## src/rtl/addn_serial.sv

```systemverilog
// Digit-serial adder: adds DIGIT bits per cycle, LSB digit first, with a ready/valid handshake.
// Define ADDN_SUB_EN to add the sub port and A - B - Cin subtraction.
module addn_serial #(
  parameter int WIDTH = 16,
  parameter int DIGIT = 4
) (
  input  logic             clk,
  input  logic             rst_n,
  input  logic             in_valid,
  output logic             in_ready,
  input  logic [WIDTH-1:0] A,
  input  logic [WIDTH-1:0] B,
  input  logic             Cin,
`ifdef ADDN_SUB_EN
  input  logic             sub,
`endif
  output logic             out_valid,
  input  logic             out_ready,
  output logic [WIDTH-1:0] sum,
  output logic             cout,
  output logic             ovf
);

  localparam int NDIG = (DIGIT > 0) ? WIDTH / DIGIT : 1;
  localparam int CW   = (NDIG > 1) ? $clog2(NDIG) : 1;
  localparam logic [CW-1:0] LAST = CW'(NDIG - 1);

  generate
    if (DIGIT <= 0) begin : g_bad_digit
      $error("addn_serial: DIGIT must be positive");
    end else if ((WIDTH % DIGIT) != 0) begin : g_bad_width
      $error("addn_serial: WIDTH must be a multiple of DIGIT");
    end
  endgenerate

  typedef enum logic [1:0] {IDLE, RUN, DONE} state_t;

  state_t           state;
  state_t           state_nxt;
  logic [CW-1:0]    cnt;
  logic [WIDTH-1:0] a_r;
  logic [WIDTH-1:0] b_r;
  logic [WIDTH-1:0] acc;
  logic [WIDTH-1:0] acc_upd;
  logic             c_r;
  logic             sub_i;
  logic [31:0]      sh;
  logic [DIGIT-1:0] a_dig;
  logic [DIGIT-1:0] b_dig;
  logic [DIGIT-1:0] d_sum;
  logic             d_cout;
  logic             d_cmsb;
  logic             last;

`ifdef ADDN_SUB_EN
  assign sub_i = sub;
`else
  assign sub_i = 1'b0;
`endif

  function automatic logic [DIGIT:0] digit_add(input logic [DIGIT-1:0] x,
                                               input logic [DIGIT-1:0] y,
                                               input logic             ci);
    digit_add = {1'b0, x} + {1'b0, y} + {{DIGIT{1'b0}}, ci};
  endfunction

  // Digit slice selected by the counter; the carry into the digit MSB feeds overflow detection.
  always_comb begin
    sh              = 32'(cnt) * 32'(DIGIT);
    a_dig           = DIGIT'(a_r >> sh);
    b_dig           = DIGIT'(b_r >> sh);
    {d_cout, d_sum} = digit_add(a_dig, b_dig, c_r);
    d_cmsb          = a_dig[DIGIT-1] ^ b_dig[DIGIT-1] ^ d_sum[DIGIT-1];
    acc_upd         = WIDTH'(d_sum) << sh;
    last            = (cnt == LAST);
  end

  always_ff @(posedge clk or negedge rst_n) begin
    if (!rst_n) state <= IDLE;
    else        state <= state_nxt;
  end

  always_comb begin
    state_nxt = state;
    case (state)
      IDLE:    if (in_valid)  state_nxt = RUN;
      RUN:     if (last)      state_nxt = DONE;
      DONE:    if (out_ready) state_nxt = IDLE;
      default:                state_nxt = IDLE;
    endcase
  end

  assign in_ready  = (state == IDLE);
  assign out_valid = (state == DONE);

  // Operands are captured already inverted for subtraction so RUN only ever adds.
  always_ff @(posedge clk or negedge rst_n) begin
    if (!rst_n) begin
      cnt  <= '0;
      a_r  <= '0;
      b_r  <= '0;
      acc  <= '0;
      c_r  <= 1'b0;
      sum  <= '0;
      cout <= 1'b0;
      ovf  <= 1'b0;
    end else begin
      case (state)
        IDLE: begin
          if (in_valid) begin
            a_r <= A;
            b_r <= B ^ {WIDTH{sub_i}};
            c_r <= Cin ^ sub_i;
            acc <= '0;
            cnt <= '0;
          end
        end
        RUN: begin
          acc <= acc | acc_upd;
          c_r <= d_cout;
          if (last) begin
            sum  <= acc | acc_upd;
            cout <= d_cout;
            ovf  <= d_cout ^ d_cmsb;
          end else begin
            cnt <= cnt + CW'(1);
          end
        end
        default: ;
      endcase
    end
  end

endmodule

```

## config.mk

```make
export PLATFORM = sky130hd
export DESIGN_NAME = addn_serial
export DESIGN_NICKNAME = d
export VERILOG_FILES = /design/src/rtl/addn_serial.sv
export SDC_FILE = /design/constraint.sdc
export NUM_CORES = 1
export LEC_CHECK = 0
export CAP_MARGIN = 10
export CORE_ASPECT_RATIO = 1.2
export CORE_MARGIN = 2
export CORE_UTILIZATION = 40
export CTS_CLUSTER_DIAMETER = 150
export CTS_CLUSTER_SIZE = 25
export DETAILED_ROUTE_END_ITERATION = 7
export GPL_TIMING_DRIVEN = 0
export HOLD_SLACK_MARGIN = 0.1
export PLACE_DENSITY_LB_ADDON = 0.12
export RECOVER_POWER = 25
export SYNTH_ARGS = -nofsm -noshare
export SYNTH_HDL_FRONTEND = slang
export SYNTH_SLANG_ARGS = --single-unit
```

## constraint.sdc

```tcl
create_clock -name clk -period 2.6 [get_ports clk]
set_clock_uncertainty 0.1 [all_clocks]
set_input_delay 0.52 -clock clk [delete_from_list [all_inputs] [get_ports clk]]
set_output_delay 0.52 -clock clk [all_outputs]
set_load 0.01 [all_outputs]
```

* Word-level counts from Yosys, hierarchy flattened
Index checks and enable logic that the tools add are counted.
** Word-level totals
- Input bits :: 37
- Register bits after elaboration :: 71
- Logic and storage cells :: 44
** Operators by class
- Equal/unequal tests :: 7
- Multiplexer cells :: 11
- Shifts and indexed selects :: 3
- Reductions and logical operators :: 7
- Bitwise gates (word level) :: 4
- $add $sub $neg :: 3
** Operators with widths (number)
- $pmux 16 s2 :: 1
- $shr 16x4->4 :: 2
- $mux 16 :: 1
- $or 16x16->16 :: 1
- $shl 4x4->16 :: 1
- $mux 2 :: 5
- $ne 2x2->1 const B :: 3
- $pmux 2 s3 :: 1
- $reduce_and 2->1 :: 3
- $reduce_and 3->1 :: 2
- $add 4x4->5 :: 1
- $add 5x1->5 :: 1
- $eq 2x2->1 const B :: 2
- $pmux 2 s2 :: 1
- $xor 1x1->1 :: 3
- $add 2x1->2 const B :: 1
- $eq 2x1->1 const B :: 1
- $logic_not 2->1 :: 1
- $ne 2x1->1 const B :: 1
- $pmux 1 s2 :: 1
- $reduce_bool 2->1 :: 1
- $mux 1 :: 1

* Depth between registers and ports, before layout
- Word-level depth :: 6
- Gate-level depth with buffers :: 9

* Worst setup path before layout
OpenSTA, ideal clock, no wires.
- Path type :: reg-to-reg
- Start :: reg cnt[1]
- End :: reg ovf
- Clock period less this slack :: 2771 ps
- Library setup time :: 126 ps
- Data required time :: 2374 ps
- Path slack :: -171 ps
- Arrival time :: 2545 ps
- Cell stages (with the launch flop) :: 10
- Path through :: dfrtp_1 clkbuf_1 buf_2 mux4_2 fa_1 fa_1 a21o_1 a21oi_1 xnor2_1 o21ai_0
** Between the ends
- Cells in the longest elaborated chain, start to end :: 5
- Elaborated cells between the ends (all ways) :: 9
** RTL lines
- from (decl) :: line 40 : logic [CW-1:0] cnt;
- from (signal assigned) :: line 126 : cnt <= cnt + CW'(1);
- $shr 16x4->4 (on tied branches) :: line 70, 71
- $add 4x4->5 :: line 64 : digit_add = {1'b0, x} + {1'b0, y} + {{DIGIT{1'b0}}, ci};
- $add 5x1->5 :: line 64
- $xor 1x1->1 :: line 73 : d_cmsb = a_dig[DIGIT-1] ^ b_dig[DIGIT-1] ^ d_sum[DIGIT-1];
- $xor 1x1->1 :: line 124 : ovf <= d_cout ^ d_cmsb;
- to (signal assigned) :: line 124
- to (decl) :: line 21 : output logic ovf
Parallel ways exist; a longest one is shown, timed or not.
A chain may end at the register's enable or synchronous reset.

* Worst setup path after layout
- Start :: reg cnt[0]
- End :: reg ovf
Same word-level chain as after synthesis.

==> impl_metrics.tcl <==
set metrics [dict create \
    grt_pass1_vias 2489 \
    synth_xor_area_share_pct 1.08 \
    path_clk_slew_ns 0.07 \
    cts_tree "yes" \
    cp.required_ns 2.74 \
    switching_share_pct 41.5 \
    crit_arrival_ns 2.81 \
    core_area_sq_mm 0.00802 \
    dieHeight_microns 103 \
    fin_crit_ns 2.67 \
    yosysWarnings 0 \
    portBuffers 56 \
    slew_headroom_pct -18.0 \
    grt_max_degree 72 \
    cts_sinks 71 \
    worstReg2RegStart "cnt[0]" \
    rows 36 \
    hp-class "reg2reg" \
    dr_total_vias 2522 \
    finalNetCount 441 \
    synthMuxAreaShare_pct 7.43 \
    yosys_register_bits 71 \
    crit_path_end_kind "register" \
    cap_violations 1 \
    worst_pin_slew_ns 1.77 \
    io-pin-count 57 \
    ant_nets 0 \
    drcViolationCount 0 \
    ys_top_cells_by_area "dfrtp_1 (55%), nand2_1 (13%), mux4_2 (5.5%)" \
    gp_congestion 0.778 \
    synth_top_family_by_area "simple AND/OR/NAND/NOR gates" \
    drtIter0Drc 96 \
    synth-adder-area-share_pct 2.77 \
    avgSynthCellArea_sq_um 10.1 \
    fmax_mhz 374 \
    root_buffer "clkbuf_8" \
    yosysMostFrequentCell "nand2_1" \
    wl_per_cell_microns 15.0 \
    outcome "complete, but fails checks" \
    finalSetupViolCount 7 \
    netlist_area_sq_mm 0.00325 \
    path_class "reg2reg" \
    die_area_sq_mm 0.00886 \
    cp_max_fo 5 \
    drt-total-wl_microns 7470 \
    ys_seq_area_share_pct 54.7 \
    leakage_nw 2.03 \
    synth-compound-area-share_pct 12.3 \
    hold_viol 0 \
    utilization_pct 54.1 \
    p_switching_w 0.00282 \
    worst_hold_startpoint "a_r[1]" \
    clkPwrFrac_pct 12.8 \
    netlist_top_cells_count "nand2_1 (115), dfrtp_1 (71), a21oi_1 (30), nor2_1 (13), o21ai_0 (13)" \
    cts_made_buffers 9 \
    violations "max-capacitance violations, max-slew violations, negative setup slack" \
    syn_inst 323 \
    vdd_drop_max_mv 0.788 \
    synth_top_area_share_pct 54.7 \
    power_density_mw_per_mm2 1570 \
    area_delta_synth_final_pct 33.6 \
    maxSlewViolCount 72 \
    fin_crit_sh_pct 103 \
    reg2reg_slack_ns -0.07 \
    postCtsHoldBufs 0 \
    p_int_w 0.00398 \
    seqPwrFrac_pct 27.9 \
    ys_types 34 \
    cts_buffer_depth 2 \
    nFillCells 749 \
    htree_levels 3 \
    dp_slack_ns -0.303 \
    grt_pass1_wl_microns 12400 \
    synth_edf_count 0 \
    synth_ff_type "dfrtp_1" \
    diodes 0 \
    clkLatencyLatePin_ns 0.35 \
    crit_start "cnt[0]" \
    initial_core_util_pct 40.5 \
    ys_async_sr_fraction_pct 100 \
    antenna_found_initial 0 \
    synth_area_leader_cell "dfrtp_1" \
    rsz0062_at_grt "true" \
    synthesis.nets 366 \
    gr-usage-all-layers_pct 18.5 \
    viasPerCell 5.06 \
    startpoint_type "register" \
    hpwl_microns 5150 \
    yosys.area_share.simple_pct 17.6 \
    p_comb_share_pct 59.3 \
    firstDrtPassIters 4 \
    gr-total-overflow 0 \
    layout-drive-gt1-share_pct 18.4 \
    die_w_microns 86.3 \
    postLayoutSetupSlackWorst_ns -0.0728 \
]
## kinds of logic (layout without fill, tap and decap cells)
logic type                 Yosys count  in the layout
buffers and inverters               22            102
and+or+nand+nor                    140            140
DFF                                 71             71
adders and majority gates            6              6
AOI/OAI and AO/OA                   66             66
muxes                               14             14
xor gates and xnor gates             4              4
## cell usage in the layout, fill, tap and decap left out, types with 4 or more instances in the layout
| cell type | instances |
|---|---|
| dfrtp_1 | 71 |
| buf_2 | 7 |
| a32o_1 | 5 |
| clkbuf_8 | 11 |
| buf_6 | 5 |
| clkdlybuf4s50_1 | 55 |
| buf_4 | 10 |
| clkbuf_1 | 5 |
| o21ai_1 | 10 |
| mux4_2 | 8 |
| nand2_1 | 114 |
| a21oi_1 | 20 |
| mux2i_1 | 5 |
| nor2_1 | 13 |
| ha_1 | 4 |
| o21ai_0 | 5 |
| a21oi_2 | 9 |
## power by group through the flow
stage               clock network (W)  registers, W  logic (W)
finish                       0.000870       0.00190    0.00403
global route                 0.000924       0.00196    0.00443
CTS                          0.000892       0.00189    0.00366
detailed placement                  0       0.00191    0.00319
global placement                    0       0.00189    0.00315
floorplan                           0       0.00189    0.00222
## worst paths after layout
check                      cells past startpoint  endpoint
min in group asynchronous                      1    sum[1]
max in group asynchronous                      1    acc[3]
setup / recovery                               8       ovf
setup reg to reg                               8       ovf
hold reg to reg                                2    a_r[1]
hold / removal                                 2    a_r[1]
## state kept, by name, summed over array words and instances, names as in the netlist
register,flops
a_r,16
cout,1
c_r,1
sum,16
ovf,1
cnt,2
state,2
b_r,16
acc,16
## worst max-delay path, stage by stage, from the launching register on
cell and delay [ns]:
dfrtp_1 0.36, buf_6 0.14, mux4_2 0.54, fa_2 0.40
fa_2 0.42, a21o_1 0.21, a21oi_4 0.16, xnor2_1 0.15
o21ai_1 0.07
## cell type report
| cell class | count | area (sq um) | share of cell area (%) |
|---|---|---|---|
| Buffer | 20 | 158 | 3.63 |
| Tap cell | 95 | 119 | 2.74 |
| Multi-Input combinational cell | 230 | 1470 | 33.8 |
| Timing Repair Buffer | 64 | 619 | 14.3 |
| Clock buffer | 12 | 145 | 3.35 |
| Sequential cell | 71 | 1780 | 41.0 |
| Inverter | 2 | 7.51 | 0.173 |
| Clock inverter | 4 | 45.0 | 1.04 |
## stage by stage
stage / cells / TNS, ns / hold slack [ns] / total power (W) / area (sq um)
3_5_place_dp: 474 / -4.97 / 0.362 / 0.00511 / 3940
5_1_grt: 498 / -1.84 / 0.403 / 0.00732 / 4340
3_3_place_gp: 474 / -115.44 / 0.354 / 0.00504 / 3940
2_1_floorplan: 323 / 0 / 0.124 / 0.00411 / 3260
4_1_cts: 497 / -0.168 / 0.235 / 0.00644 / 4250
6_report: 498 / -0.268 / 0.376 / 0.00680 / 4340
## timing repair
action,in CTS,in global routing
resized for setup,13,25
setup buffers,7,1
endpoints found under the setup margin,24,25
pin swaps,6,14
## metal layers
layer / up-vias / routed length, microns / GRT usage (%) / part of all wire [%]
li1: 1230 / - / - / -
met3: 10 / 244 / 2.72 / 3.3
met4: 0 / 158 / 8.29 / 2.1
met1: 1225 / 3160 / 22.8 / 42
met5: - / 0 / 0 / 0
met2: 57 / 3910 / 32.4 / 52
Note: power is estimated with default switching activity, not from simulation.
